<file path="src/rtl/dadda_divider16_pkg.sv">
// Shared widths, FSM states and special quotient codes for the 32/16 signed divider.
package dadda_divider16_pkg;
    localparam int DW    = 16;
    localparam int CNT_W = 5;

    localparam logic [DW-1:0] QUOT_OVF = 16'h8000;
    localparam logic [DW-1:0] QUOT_DBZ = 16'hFFFF;

    typedef enum logic [1:0] {
        IDLE,
        BUSY,
        SIGN,
        DONE
    } state_t;
endpackage

</file>
<file path="src/rtl/dadda_divider16_div_step.sv">
// One unsigned restoring-division iteration: shift in a dividend bit, trial-subtract, select.
module div_step #(
    parameter int DW = dadda_divider16_pkg::DW
) (
    input  logic [DW:0]   rem_i,
    input  logic          bit_i,
    input  logic [DW-1:0] dvs_i,
    output logic [DW:0]   rem_o,
    output logic          qbit_o
);
    logic [DW+1:0] shifted;
    logic [DW:0]   diff;
    logic          borrow;

    always_comb begin
        shifted = {rem_i, bit_i};
        diff    = shifted[DW:0] - {1'b0, dvs_i};
        borrow  = shifted < {2'b00, dvs_i};
        rem_o   = borrow ? shifted[DW:0] : diff;
        qbit_o  = ~borrow;
    end
endmodule

</file>
<file path="src/rtl/dadda_divider16.sv">
// Signed 2*DW / DW divider, truncating toward zero; one restoring step per cycle plus a sign-fixup cycle.
module dadda_divider16 #(
    parameter int DW = dadda_divider16_pkg::DW
) (
    input  logic                   clk,
    input  logic                   rst,
    input  logic                   in_valid,
    output logic                   in_ready,
    input  logic signed [2*DW-1:0] dividend,
    input  logic signed [DW-1:0]   divisor,
    output logic                   out_valid,
    input  logic                   out_ready,
    output logic signed [DW-1:0]   quotient,
    output logic signed [DW-1:0]   remainder,
    output logic                   dbz,
    output logic                   ovf
);
    import dadda_divider16_pkg::*;

    state_t             state_q, state_d;
    logic [CNT_W-1:0]   cnt_q, cnt_d;
    logic [DW-1:0]      quot_q, quot_d;
    logic [DW-1:0]      rmd_q, rmd_d;
    logic               dbz_q, dbz_d;
    logic               ovf_q, ovf_d;

    logic [DW:0]        rem_q, rem_d;
    logic [DW-1:0]      lo_q, lo_d;
    logic [DW-1:0]      dvs_q, dvs_d;
    logic               qneg_q, qneg_d;
    logic               rneg_q, rneg_d;

    logic [2*DW-1:0]    dvd_abs;
    logic [DW-1:0]      dvs_abs;
    logic [DW:0]        step_rem;
    logic               step_qbit;
    logic [DW:0]        sat;

    function automatic logic [2*DW-1:0] abs_wide(input logic signed [2*DW-1:0] x);
        logic [2*DW-1:0] u;
        u = x;
        return x[2*DW-1] ? -u : u;
    endfunction

    function automatic logic [DW-1:0] abs_narrow(input logic signed [DW-1:0] x);
        logic [DW-1:0] u;
        u = x;
        return x[DW-1] ? -u : u;
    endfunction

    // Returns {overflow, signed quotient}; a negative result may reach -2^(DW-1), a positive one not.
    function automatic logic [DW:0] sat_quot(input logic [DW-1:0] mag, input logic neg);
        logic [DW-1:0] half;
        logic          ov;
        half = {1'b1, {(DW-1){1'b0}}};
        ov   = neg ? (mag > half) : (mag >= half);
        return {ov, neg ? -mag : mag};
    endfunction

    div_step #(.DW(DW)) u_step (
        .rem_i  (rem_q),
        .bit_i  (lo_q[DW-1]),
        .dvs_i  (dvs_q),
        .rem_o  (step_rem),
        .qbit_o (step_qbit)
    );

    always_comb begin
        state_d = state_q;
        cnt_d   = cnt_q;
        quot_d  = quot_q;
        rmd_d   = rmd_q;
        dbz_d   = dbz_q;
        ovf_d   = ovf_q;
        rem_d   = rem_q;
        lo_d    = lo_q;
        dvs_d   = dvs_q;
        qneg_d  = qneg_q;
        rneg_d  = rneg_q;
        dvd_abs = abs_wide(dividend);
        dvs_abs = abs_narrow(divisor);
        sat     = sat_quot(lo_q, qneg_q);

        unique case (state_q)
            IDLE: begin
                if (in_valid) begin
                    dvs_d  = dvs_abs;
                    rem_d  = {1'b0, dvd_abs[2*DW-1:DW]};
                    lo_d   = dvd_abs[DW-1:0];
                    qneg_d = dividend[2*DW-1] ^ divisor[DW-1];
                    rneg_d = dividend[2*DW-1];
                    dbz_d  = 1'b0;
                    ovf_d  = 1'b0;
                    if (divisor == '0) begin
                        dbz_d   = 1'b1;
                        quot_d  = QUOT_DBZ;
                        rmd_d   = dividend[DW-1:0];
                        state_d = DONE;
                    end else if (dvd_abs[2*DW-1:DW] >= dvs_abs) begin
                        // Upper half already >= divisor: quotient cannot fit in DW bits.
                        ovf_d   = 1'b1;
                        quot_d  = QUOT_OVF;
                        rmd_d   = '0;
                        state_d = DONE;
                    end else begin
                        cnt_d   = CNT_W'(DW);
                        state_d = BUSY;
                    end
                end
            end
            BUSY: begin
                rem_d = step_rem;
                lo_d  = {lo_q[DW-2:0], step_qbit};
                cnt_d = cnt_q - 1'b1;
                if (cnt_q == CNT_W'(1)) begin
                    state_d = SIGN;
                end
            end
            SIGN: begin
                if (sat[DW]) begin
                    ovf_d  = 1'b1;
                    quot_d = QUOT_OVF;
                    rmd_d  = '0;
                end else begin
                    quot_d = sat[DW-1:0];
                    rmd_d  = rneg_q ? -rem_q[DW-1:0] : rem_q[DW-1:0];
                end
                state_d = DONE;
            end
            DONE: begin
                if (out_ready) begin
                    state_d = IDLE;
                end
            end
            default: state_d = IDLE;
        endcase
    end

    always_ff @(posedge clk) begin
        if (rst) begin
            state_q <= IDLE;
            cnt_q   <= '0;
            quot_q  <= '0;
            rmd_q   <= '0;
            dbz_q   <= 1'b0;
            ovf_q   <= 1'b0;
        end else begin
            state_q <= state_d;
            cnt_q   <= cnt_d;
            quot_q  <= quot_d;
            rmd_q   <= rmd_d;
            dbz_q   <= dbz_d;
            ovf_q   <= ovf_d;
        end
    end

    always_ff @(posedge clk) begin
        rem_q  <= rem_d;
        lo_q   <= lo_d;
        dvs_q  <= dvs_d;
        qneg_q <= qneg_d;
        rneg_q <= rneg_d;
    end

    assign in_ready  = (state_q == IDLE);
    assign out_valid = (state_q == DONE);
    assign quotient  = quot_q;
    assign remainder = rmd_q;
    assign dbz       = dbz_q;
    assign ovf       = ovf_q;
endmodule

</file>
<file path="config.mk">
export PLATFORM = sky130hd
export DESIGN_NAME = dadda_divider16
export DESIGN_NICKNAME = d
export VERILOG_FILES = /design/src/rtl/dadda_divider16_pkg.sv /design/src/rtl/dadda_divider16_div_step.sv /design/src/rtl/dadda_divider16.sv
export SDC_FILE = /design/constraint.sdc
export NUM_CORES = 1
export LEC_CHECK = 0
export ABC_AREA = 1
export CAP_MARGIN = 10
export CORE_ASPECT_RATIO = 2
export CORE_MARGIN = 4
export CORE_UTILIZATION = 58
export CTS_CLUSTER_SIZE = 14
export DETAILED_ROUTE_END_ITERATION = 12
export PLACE_DENSITY = 0.82
export SYNTH_ARGS = -nofsm -noshare
export SYNTH_HDL_FRONTEND = slang
export SYNTH_SLANG_ARGS = --single-unit
</file>
<file path="constraint.sdc">
create_clock -name clk -period 4.45 [get_ports clk]
set_input_delay 0.89 -clock clk [delete_from_list [all_inputs] [get_ports clk]]
set_output_delay 0.89 -clock clk [all_outputs]
set_load 0.01 [all_outputs]
</file>
==> qor.csv, run 1 <==
stage;metric;value;unit
floorplan;die_w;90.4;um
outcome;status;finished, final reports clean;
placed_design;place.gp.congestion;0.987;
sta;fin_hold_ws;472;ps
detailed_routing;vias_per_cell;5.65;
setup_path;start_kind;input pin;
setup_path;cp.arrival;4300;ps
setup_path;worstReg2RegEnd;rem_q[4];
job;cap_violations;0;
detailed_routing;drtPass1Iterations;8;
floorplan;start_util;58.9;%
sta;timing.final.crit_share;91.0;%
clock_tree;cts_tree;done;
floorplan;fp.dieArea;15600;um2
power_and_ir_drop;total_power;0.00588;W
detailed_routing;vias;8202;
synthesis;synth_area_per_cell;6.52;um2
clock_tree;clock_sinks;92;
global_route;grt_pass1_wl;38.6;mm
detailed_routing;wl_per_cell;17.3;um
synthesis;seq_area_frac_synth;29.9;%
synthesis;yosysTopAreaCellShare;19.5;%
synthesis;synth_common_cells;nand2_1 (320), inv_1 (185), nor2_1 (148);
detailed_routing;drt_iter0_drc;458;
sta;finalSetupViolations;0;
worst_hold_path;whs_endpoint;ovf;
sta;grt_setup_unrepaired;false;
global_route;grt_overflow_total;0;
floorplan;coreArea;13400;um2
setup_path;crit_top_cell;nand3_1;
power_and_ir_drop;power.leakage;4.50;nW
clock_tree;cts_made_buffers;9;
worst_hold_path;hp-start;ovf;
global_route;grt_usage;31.6;%
floorplan;io-pin-count;88;
synthesis;synth_top_area_cell;edfxtp_1;
setup_path;r2r_slack;1520;ps
clock_tree;clk_pin_slew_worst_paths;80;ps
synthesis;synth_area_leaders;edfxtp_1 (19%), nand2_1 (15%), dfxtp_1 (10%);
clock_tree;clk_latency;360;ps
layout;num_antenna_cells;0;
sta;relSlewSlack;35.7;%
synthesis;ys_ff_latch;92;
layout;nets;1386;
setup_path;required;4700;ps
power_and_ir_drop;vdd_drop_max;0.000376;V
worst_hold_path;worstHoldPathType;reg -> reg;
setup_path;critPathCaptureType;flop;
power_and_ir_drop;p_per_area;638;nW/um2
detailed_routing;drc_errors;0;
layout;syn2layout_area_growth;17.2;%
setup_path;crit_chain;clkdlybuf4s50_1, inv_1, ha_1, nand3_1, nor2_1, nand3_1, o21ai_0, xor2_1, inv_1, ha_1, nand4_1, nor3_1, buf_4, nand2_1, nand4_4, buf_4, nand3_1, nand2_1, nor2_1;
synthesis;async_flop_share;0;%
synthesis;synthMostInstantiatedCell;nand2_1;
synthesis;synth_edf_count;51;
synthesis;ys_types;46;
sta;fmax;247;MHz
clock_tree;h-tree-depth;3;
placed_design;dpl.hpwl;20.3;mm
sta;finalHoldViolations;0;
synthesis;syn_area;7870;um2
layout;fin_util;69.0;%
setup_path;r2r_cells;11;
floorplan;rows;60;
clock_tree;cts.path.max_buffers;2;
setup_path;critPathMaxStageDelay;500;ps
synthesis;syn_nets;1303;
setup_path;slowest_stage;clkdlybuf4s50_1;
synthesis;synth_ff_type;edfxtp_1;
setup_path;crit_path_max_fanout;16;
clock_tree;ctsRootBufferMaster;clkbuf_16;
floorplan;die_h;173;um
placed_design;port_buffers;87;
sta;fin_crit;4050;ps
setup_path;critPathKind;in -> reg;
detailed_routing;wirelength;25.1;mm
synthesis;yosys_warnings;0;
sta;slew_violations;0;
sta;clock-skew-final;13.6;ps
detailed_routing;ant_nets;0;
synthesis;syn-instance-count;1208;
setup_path;r2r-start;rem_q[4];
layout;drive_gt1_share;6.25;%
global_route;grt_max_degree;41;
global_route;antenna_found_initial;0;
global_route;grt_pass1_vias;7964;
sta;worst_slew_pin_slew;963;ps
worst_hold_path;holdPathStages;2;
==> worst max-delay path: cells and delay by family <==
| kind | cells | cell delay, ps |
|---|---|---|
| compound gates | 1 | 220 |
| xor+xnor | 1 | 290 |
| simple gates | 10 | 1340 |
| buf+inv | 5 | 1080 |
| fa+ha+maj | 2 | 470 |
==> worst max-delay path by stage <==
stage / start / to / slack, ps / cells past startpoint
final: divisor[0] / remainder[5] / 400 / 19
after CTS: divisor[0] / cnt_q[2] / 370 / 20
after detailed placement: divisor[0] / cnt_q[2] / -3 / 20
after floorplan: dividend[0] / quotient[5] / 1150 / 22
after global placement: divisor[0] / cnt_q[0] / 70 / 19
after global routing: dividend[0] / cnt_q[2] / 40 / 24
==> report_power, final <==
group / switching, W / leakage [nW] / internal (W)
Sequential: 0.000334 / 0.824 / 0.00137
Combinational: 0.00211 / 3.53 / 0.00127
Clock: 0.000395 / 0.149 / 0.000400
==> area by class of cell <==
| class | instances | area (um2) |
|---|---|---|
| Multi-Input combinational cell | 888 | 4620 |
| Fill cell | 1226 | 4140 |
| Sequential cell | 92 | 2350 |
| Timing Repair Buffer | 107 | 1030 |
| Inverter | 193 | 724 |
| Clock buffer | 9 | 225 |
| Tap cell | 155 | 194 |
| Clock inverter | 7 | 76.3 |
==> flip-flops by register name (all words and copies together) (netlist names), 2 cells and up <==
| name | count |
|---|---|
| state_q | 2 |
| rem_q | 17 |
| cnt_q | 5 |
| remainder | 16 |
| quotient | 16 |
| lo_q | 16 |
| dvs_q | 16 |
==> logic make-up after synthesis <==
logic type	share of synthesized area (%)
xor gates and xnor gates	5.01
buffers and inverters	11.6
adders and majority gates	6.93
AOI/OAI and AO/OA	9.71
and+or+nand+nor	36.9
DFF	29.9
==> routing by layer <==
layer / global-route usage, % / part of all wire [%]
met1: 27.4 / 31
met2: 59.9 / 54
met3: 5.66 / 5.0
met4: 27.7 / 10
met5: 0 / 0
==> timing repair <==
item                       in CTS  in global routing
gates resized for setup         0                  1
hold buffers                    0                  0
buffers inserted                0                  0
setup endpoints to repair       0                  2
==> placed cells by master, fill, tap and decap left out, drive strengths merged, types with 2 or more instances in the layout <==
| cell type | instances |
|---|---|
| nor2 | 157 |
| nand4 | 20 |
| xor2 | 40 |
| a31oi | 2 |
| xnor2 | 5 |
| a21boi | 2 |
| nand3 | 121 |
| nand3b | 5 |
| clkbuf | 9 |
| clkinv | 4 |
| ha | 42 |
| edfxtp | 51 |
| nor3 | 19 |
| dfxtp | 41 |
| inv | 196 |
| buf | 20 |
| o21a | 5 |
| o21ai | 61 |
| o21bai | 3 |
| and2 | 5 |
| o31ai | 2 |
| a21oi | 47 |
| nor4 | 3 |
| nand2 | 326 |
| or2 | 8 |
| clkdlybuf4s50 | 87 |
| o211ai | 10 |
==> through the flow <==
step	area (um2)	setup slack, ps	instances	TNS [ps]
finish	9230	400	1451	0
floorplan	7870	1150	1208	0
global route	9230	41.1	1451	0
global placement	8920	74.7	1435	0
detailed placement	8920	-3.24	1435	-3.24
CTS	9220	367	1451	0
No activity file was read; power rests on OpenSTA's default activity.
==> inputs of run 2 (changes only) <==
--- a/config.mk
+++ b/config.mk
@@ -13,6 +13,7 @@
 export CTS_CLUSTER_SIZE = 14
 export DETAILED_ROUTE_END_ITERATION = 12
 export PLACE_DENSITY = 0.82
+export SKIP_CTS_REPAIR_TIMING = 1
 export SYNTH_ARGS = -nofsm -noshare
 export SYNTH_HDL_FRONTEND = slang
 export SYNTH_SLANG_ARGS = --single-unit
==> results of run 2 <==
No change in the layout: final DEF, timing and power equal those of run 1.
